[src/rtl/spike_encoder_if.sv]
// Frame handshake plus spike/current/count outputs of the rate encoder.
// The encoder connects through the slave modport, the frame source through master.
interface spike_encoder_if #(
    parameter int WIDTH_P = 8,
    parameter int CNT_W   = 8
);
    logic [WIDTH_P-1:0] data_i;
    logic               valid_i;
    logic               ready_o;
    logic               clear_i;
    logic               spike_o;
    logic               spike_valid_o;
    logic [WIDTH_P-1:0] current_o;
    logic [CNT_W-1:0]   spike_count_o;
    logic               done_o;

    modport master (
        output data_i, valid_i, clear_i,
        input  ready_o, spike_o, spike_valid_o, current_o, spike_count_o, done_o
    );

    modport slave (
        input  data_i, valid_i, clear_i,
        output ready_o, spike_o, spike_valid_o, current_o, spike_count_o, done_o
    );
endinterface

[src/rtl/spike_encoder.sv]
// Rate encoder: one intensity per frame becomes WINDOW cycles of LFSR-compared
// spikes, followed by a one-cycle done pulse carrying the spike count.
module spike_encoder #(
    parameter int                 WIDTH_P = 8,
    parameter int                 WINDOW  = 255,
    parameter logic [WIDTH_P-1:0] SEED    = 8'hA5,
    parameter logic [WIDTH_P-1:0] WEIGHT  = 8'd128,
    parameter int                 CNT_W   = 8
) (
    input  logic            clk_i,
    input  logic            rst_ni,
    spike_encoder_if.slave  bus
);
    localparam int                 CW       = (WINDOW > 1) ? $clog2(WINDOW) : 1;
    localparam logic [CW-1:0]      LAST_CNT = CW'(WINDOW - 1);
    localparam logic [WIDTH_P-1:0] TAPS     = WIDTH_P'(8'hB8);
    localparam logic [WIDTH_P-1:0] SEED_EFF =
        (SEED == '0) ? {{(WIDTH_P-1){1'b0}}, 1'b1} : SEED;

    typedef enum logic [1:0] {
        ST_IDLE,
        ST_ENCODE,
        ST_DONE
    } state_t;

    state_t             state_q, state_d;
    logic [WIDTH_P-1:0] level_q, level_d;
    logic [WIDTH_P-1:0] lfsr_q, lfsr_d;
    logic [CW-1:0]      cnt_q, cnt_d;
    logic [CNT_W-1:0]   acc_q, acc_d;
    logic [CNT_W-1:0]   count_q, count_d;
    logic               spike_q, spike_d;
    logic               spike_valid_q, spike_valid_d;
    logic               done_q, done_d;
    logic               ready_q, ready_d;

    // Single Galois step (right shift, XOR taps when the shifted-out bit is 1).
    logic [WIDTH_P-1:0] step_in;
    logic [WIDTH_P-1:0] step_out;

    genvar gi;
    generate
        for (gi = 0; gi < WIDTH_P; gi++) begin : g_lfsr_step
            if (gi == WIDTH_P - 1) begin : g_msb
                assign step_out[gi] = TAPS[gi] & step_in[0];
            end else begin : g_low
                assign step_out[gi] = step_in[gi+1] ^ (TAPS[gi] & step_in[0]);
            end
        end
    endgenerate

    // The spike shown during an ENCODE cycle is computed on the edge before it,
    // so lfsr_q always holds the value for the next spike to be produced.
    always_comb begin
        state_d       = state_q;
        level_d       = level_q;
        lfsr_d        = lfsr_q;
        cnt_d         = cnt_q;
        acc_d         = acc_q;
        count_d       = count_q;
        spike_d       = spike_q;
        spike_valid_d = spike_valid_q;
        done_d        = 1'b0;
        ready_d       = ready_q;
        step_in       = lfsr_q;

        if (bus.clear_i) begin
            state_d       = ST_IDLE;
            spike_d       = 1'b0;
            spike_valid_d = 1'b0;
            ready_d       = 1'b1;
        end else begin
            case (state_q)
                ST_IDLE: begin
                    if (bus.valid_i && ready_q) begin
                        step_in       = SEED_EFF;
                        level_d       = bus.data_i;
                        lfsr_d        = step_out;
                        cnt_d         = '0;
                        spike_d       = (SEED_EFF < bus.data_i);
                        acc_d         = {{(CNT_W-1){1'b0}}, spike_d};
                        spike_valid_d = 1'b1;
                        ready_d       = 1'b0;
                        state_d       = ST_ENCODE;
                    end
                end
                ST_ENCODE: begin
                    if (cnt_q == LAST_CNT) begin
                        spike_d       = 1'b0;
                        spike_valid_d = 1'b0;
                        done_d        = 1'b1;
                        count_d       = acc_q;
                        state_d       = ST_DONE;
                    end else begin
                        spike_d       = (lfsr_q < level_q);
                        acc_d         = acc_q + {{(CNT_W-1){1'b0}}, spike_d};
                        lfsr_d        = step_out;
                        cnt_d         = cnt_q + 1'b1;
                        spike_valid_d = 1'b1;
                    end
                end
                ST_DONE: begin
                    ready_d = 1'b1;
                    state_d = ST_IDLE;
                end
                default: begin
                    spike_d       = 1'b0;
                    spike_valid_d = 1'b0;
                    ready_d       = 1'b1;
                    state_d       = ST_IDLE;
                end
            endcase
        end
    end

    always_ff @(posedge clk_i or negedge rst_ni) begin
        if (!rst_ni) begin
            state_q       <= ST_IDLE;
            level_q       <= '0;
            lfsr_q        <= SEED_EFF;
            cnt_q         <= '0;
            acc_q         <= '0;
            count_q       <= '0;
            spike_q       <= 1'b0;
            spike_valid_q <= 1'b0;
            done_q        <= 1'b0;
            ready_q       <= 1'b1;
        end else begin
            state_q       <= state_d;
            level_q       <= level_d;
            lfsr_q        <= lfsr_d;
            cnt_q         <= cnt_d;
            acc_q         <= acc_d;
            count_q       <= count_d;
            spike_q       <= spike_d;
            spike_valid_q <= spike_valid_d;
            done_q        <= done_d;
            ready_q       <= ready_d;
        end
    end

    assign bus.ready_o       = ready_q;
    assign bus.spike_o       = spike_q;
    assign bus.spike_valid_o = spike_valid_q;
    assign bus.done_o        = done_q;
    assign bus.spike_count_o = count_q;
    assign bus.current_o     = spike_q ? WEIGHT : '0;

endmodule

[src/flat_wrapper.sv]
// flat-port wrapper written by rule: the top's interface ports become plain ports
module spike_encoder_flat 
#(
    parameter int                 WIDTH_P = 8,
    parameter int                 WINDOW  = 255,
    parameter logic [WIDTH_P-1:0] SEED    = 8'hA5,
    parameter logic [WIDTH_P-1:0] WEIGHT  = 8'd128,
    parameter int                 CNT_W   = 8
)
  (clk_i, rst_ni, bus_data_i, bus_valid_i, bus_clear_i, bus_ready_o, bus_spike_o, bus_spike_valid_o, bus_current_o, bus_spike_count_o, bus_done_o);
  spike_encoder_if #(.WIDTH_P(WIDTH_P), .CNT_W(CNT_W)) bus_i ();
  input  logic clk_i;
  input  logic rst_ni;
  input wire logic [$bits(bus_i.data_i)-1:0] bus_data_i;
  input wire logic [$bits(bus_i.valid_i)-1:0] bus_valid_i;
  input wire logic [$bits(bus_i.clear_i)-1:0] bus_clear_i;
  output wire logic [$bits(bus_i.ready_o)-1:0] bus_ready_o;
  output wire logic [$bits(bus_i.spike_o)-1:0] bus_spike_o;
  output wire logic [$bits(bus_i.spike_valid_o)-1:0] bus_spike_valid_o;
  output wire logic [$bits(bus_i.current_o)-1:0] bus_current_o;
  output wire logic [$bits(bus_i.spike_count_o)-1:0] bus_spike_count_o;
  output wire logic [$bits(bus_i.done_o)-1:0] bus_done_o;
  assign bus_i.data_i = bus_data_i;
  assign bus_i.valid_i = bus_valid_i;
  assign bus_i.clear_i = bus_clear_i;
  assign bus_ready_o = bus_i.ready_o;
  assign bus_spike_o = bus_i.spike_o;
  assign bus_spike_valid_o = bus_i.spike_valid_o;
  assign bus_current_o = bus_i.current_o;
  assign bus_spike_count_o = bus_i.spike_count_o;
  assign bus_done_o = bus_i.done_o;
  spike_encoder #(.WIDTH_P(WIDTH_P), .WINDOW(WINDOW), .SEED(SEED), .WEIGHT(WEIGHT), .CNT_W(CNT_W)) u_core (.clk_i(clk_i), .rst_ni(rst_ni), .bus(bus_i));
endmodule
[config.mk]
export PLATFORM = sky130hd
export DESIGN_NAME = spike_encoder_flat
export DESIGN_NICKNAME = d
export VERILOG_FILES = /design/src/rtl/spike_encoder_if.sv /design/src/rtl/spike_encoder.sv /design/src/flat_wrapper.sv
export SDC_FILE = /design/constraint.sdc
export NUM_CORES = 1
export LEC_CHECK = 0
export CORE_MARGIN = 5
export CORE_UTILIZATION = 40
export DETAILED_ROUTE_END_ITERATION = 12
export DONT_BUFFER_PORTS = 1
export SYNTH_ARGS = -nofsm -noshare
export SYNTH_HDL_FRONTEND = slang
export SYNTH_SLANG_ARGS = --single-unit
[constraint.sdc]
create_clock -name clk_i -period 6.06 [get_ports clk_i]
set_input_delay 0.909 -clock clk_i [delete_from_list [all_inputs] [get_ports clk_i]]
set_output_delay 0.909 -clock clk_i [all_outputs]
set_load 0.005 [all_outputs]
==> results_tabular.tex <==
\begin{tabular}{lr}
\hline
Metric & Value \\
\hline
\multicolumn{2}{l}{\textbf{STA}} \\
Clock Skews & 0.00621 ns \\
RSZ-0062 raised after global routing & no \\
Fin worst setup slack & 3.34 ns \\
Number of setup violations in the final report & 0 \\
Worst slew margin relative to its limit & 24.7\% \\
Number of slew-limit violations in the final report & 0 \\
Worst Hold Margin & 0.301 ns \\
Post-route fraction of the period consumed by the critical path & 44.8\% \\
Period minus WS final & 2.72 ns \\
Setup TNS after final layout & 0 ns \\
Timing-limited maximum frequency & 368 MHz \\
Pin slew with the least headroom to its limit & 1.12 ns \\
Count of final hold-check violations & 0 \\
\multicolumn{2}{l}{\textbf{Worst setup path}} \\
Critical Path Source Type & flip-flop \\
Critical Path Sink Type & flip-flop \\
Arrival time of the worst setup path & 2.94 ns \\
Required time at the worst-slack endpoint & 6.28 ns \\
Max FO, Critical Path & 3 \\
Worst setup path class & flip-flop to flip-flop \\
R2R Setup Slk & 3.34 ns \\
\multicolumn{2}{l}{\textbf{Global routing}} \\
Global-route wire length before repair & 7.51 mm \\
Number of global-route vias before repair & 1516 \\
Aggregate global routing overflow & 0 \\
Antenna violations before repair & 0 \\
Maximum number of pins on one net before global-route repair & 47 \\
Total routing resource utilization after global routing & 12.8\% \\
\multicolumn{2}{l}{\textbf{Placement}} \\
Placed wire-length estimate after detailed placement & 2.98 mm \\
Gpl congestion & 0.747 \\
Buffers on Ports & 0 \\
Post-placement worst setup slack & 3.38 ns \\
\multicolumn{2}{l}{\textbf{Yosys}} \\
EDFF count, synth & 0 \\
Synth Flop Type & sky130\_fd\_sc\_hd\_\_dfrtp\_1 \\
Share of synthesized area occupied by flip-flops and latches & 50.1\% \\
Number of warnings printed during yosys synthesis & 0 \\
Mean cell area of the mapped netlist & 10.2 µm² \\
Cells after Synth & 227 \\
Distinct cell type count of the synthesized netlist & 41 \\
Flip-flop and latch count after synthesis & 46 \\
Area of the mapped netlist & 2310 µm² \\
Share of flip-flops with an asynchronous set or reset & 100\% \\
\multicolumn{2}{l}{\textbf{Layout}} \\
Commonest cells after routing, fill and taps aside & sky130\_fd\_sc\_hd\_\_nand2\_1, sky130\_fd\_sc\_hd\_\_dfrtp\_1, sky130\_fd\_sc\_hd\_\_o21ai\_0 \\
Final cell utilization of the core & 44.4\% \\
Fraction of layout instances using a drive strength above 1 & 11.5\% \\
Area growth from synthesis to layout & 7.15\% \\
Antenna diode count & 0 \\
Layout Nets & 248 \\
\multicolumn{2}{l}{\textbf{Floorplanning}} \\
\# rows & 27 \\
Starting density of the core & 41.4\% \\
Ports & 32 \\
Standard cell core area & 5570 µm² \\
DIE WIDTH & 86.0 µm \\
Die Outline Area & 7390 µm² \\
Die height & 86.0 µm \\
\multicolumn{2}{l}{\textbf{CTS}} \\
TritonCTS clock tree & yes \\
Buffer cell driving the clock tree root & sky130\_fd\_sc\_hd\_\_clkbuf\_8 \\
CTS hold repair buffers & 0 \\
Clock edge transition at the registers on the reported setup and hold paths & 0.09 ns \\
CTS buffer count & 5 \\
H-tree levels & 2 \\
Clock insertion delay at the later pin of the skew report & 0.30 ns \\
Number of clock sinks & 46 \\
Post-CTS resize count & 0 \\
Setup Fix Bufs, Post-CTS & 0 \\
Maximum number of buffers from clock root to sink & 2 \\
\multicolumn{2}{l}{\textbf{Power}} \\
Static leakage & 1.18 nW \\
Worst supply voltage drop on vdd & 0.123 mV \\
Pwr Density & 356 nW/µm² \\
PnR Total Power & 0.881 mW \\
\multicolumn{2}{l}{\textbf{Drt}} \\
Post-DRT Antenna Nets & 0 \\
DRC Markers & 0 \\
Routed WL per cell & 14.7 µm \\
Total wirelength of the detailed-routed design & 4.39 mm \\
First drt pass iteration count & 4 \\
Routed vias & 1529 \\
Number of vias per cell after detailed routing & 5.13 \\
Starting DRC count in detailed routing & 94 \\
\multicolumn{2}{l}{\textbf{Run}} \\
Count of maximum capacitance violations & 0 \\
\multicolumn{2}{l}{\textbf{Worst hold path}} \\
Worst hold path class & input port to async pin \\
\multicolumn{2}{l}{\textbf{Run status}} \\
Outcome & finished clean \\
\hline
\end{tabular}
==> registers in the layout, indices dropped and copies added, names as in the netlist <==
name / count
u_core.acc_q: 8
u_core.bus.ready_o: 1
u_core.bus.spike_valid_o: 1
u_core.lfsr_q: 8
u_core.state_q: 2
u_core.bus.spike_o: 1
u_core.bus.spike_count_o: 8
u_core.level_q: 8
u_core.bus.done_o: 1
u_core.cnt_q: 8
==> area by class of cell <==
cell class / count / area [µm²]
Inverter: 11 / 41.3
Clock buffer: 6 / 82.6
Clock inverter: 2 / 60.1
Tap cell: 72 / 90.1
Multi-Input combinational cell: 160 / 1030
Fill cell: 520 / 3100
Sequential cell: 46 / 1160
Timing Repair Buffer: 1 / 7.51
==> kinds of logic after synthesis <==
group	synth area share, %
other	0.162
xor gates and xnor gates	1.90
muxes	8.24
and+or+nand+nor	18.4
buffers and inverters	6.23
DFF	50.1
AOI/OAI and AO/OA	8.94
adders and majority gates	5.96
==> worst paths after layout <==
check	depth (start not counted)	start	to
min	0	rst_ni	u_core.bus.spike_count_o[4]
max in group asynchronous	0	rst_ni	u_core.lfsr_q[0]
min reg2reg	2	u_core.level_q[0]	u_core.level_q[0]
max	10	u_core.lfsr_q[2]	u_core.acc_q[7]
min in group clk_i	2	u_core.level_q[0]	u_core.level_q[0]
max reg2reg	10	u_core.lfsr_q[2]	u_core.acc_q[7]
==> worst max-delay path, cell delays in order, from the launching register on <==
cell and delay (ns):
sky130_fd_sc_hd__dfstp_2 0.56, sky130_fd_sc_hd__ha_1 0.24, sky130_fd_sc_hd__a211o_1 0.29, sky130_fd_sc_hd__a31oi_1 0.15, sky130_fd_sc_hd__nor3_1 0.09, sky130_fd_sc_hd__nor3_1 0.20
sky130_fd_sc_hd__ha_1 0.22, sky130_fd_sc_hd__and3_1 0.18, sky130_fd_sc_hd__o211ai_1 0.14, sky130_fd_sc_hd__or4_1 0.49, sky130_fd_sc_hd__o21ai_0 0.09
==> through the flow <==
stage / cell area [µm²] / std cells
floorplan: 2330 / 233
global placement: 2330 / 290
detailed placement: 2330 / 290
CTS: 2470 / 298
global route: 2470 / 298
finish: 2470 / 298
==> report_power, final <==
group | internal, mW | switching (mW) | leakage, nW
Clock | 0.176 | 0.105 | 0.0714
Sequential | 0.368 | 0.0492 | 0.593
Combinational | 0.0841 | 0.0983 | 0.517
Total | 0.628 | 0.253 | 1.18
==> cells in the mapped netlist, drive strengths merged (2+ instances only) <==
library cell  instances  area (µm²)
dfrtp                41        1030
nand2                41         154
o21ai                16        80.1
buf                  13        91.3
ha                   11         138
inv                  11        41.3
nor2                 10        37.5
mux2                  8         120
nand3                 8        45.0
a21oi                 7        35.0
mux2i                 7        70.1
nor3                  7        35.0
dfstp                 5         131
nand4                 5        31.3
a211oi                4        30.0
and3                  3        18.8
clkbuf                3        11.3
o211ai                3        22.5
or3                   3        20.0
xnor2                 3        26.3
o21a                  2        15.0
xor2                  2        17.5
==> per-layer routing <==
metal  share of wire [%]  GRT usage, %
met2                  44          19.8
met4                 1.7          4.75
met3                 5.0          3.75
met5                   0             0
met1                  49          17.1
(Power assumes the default switching activity.)
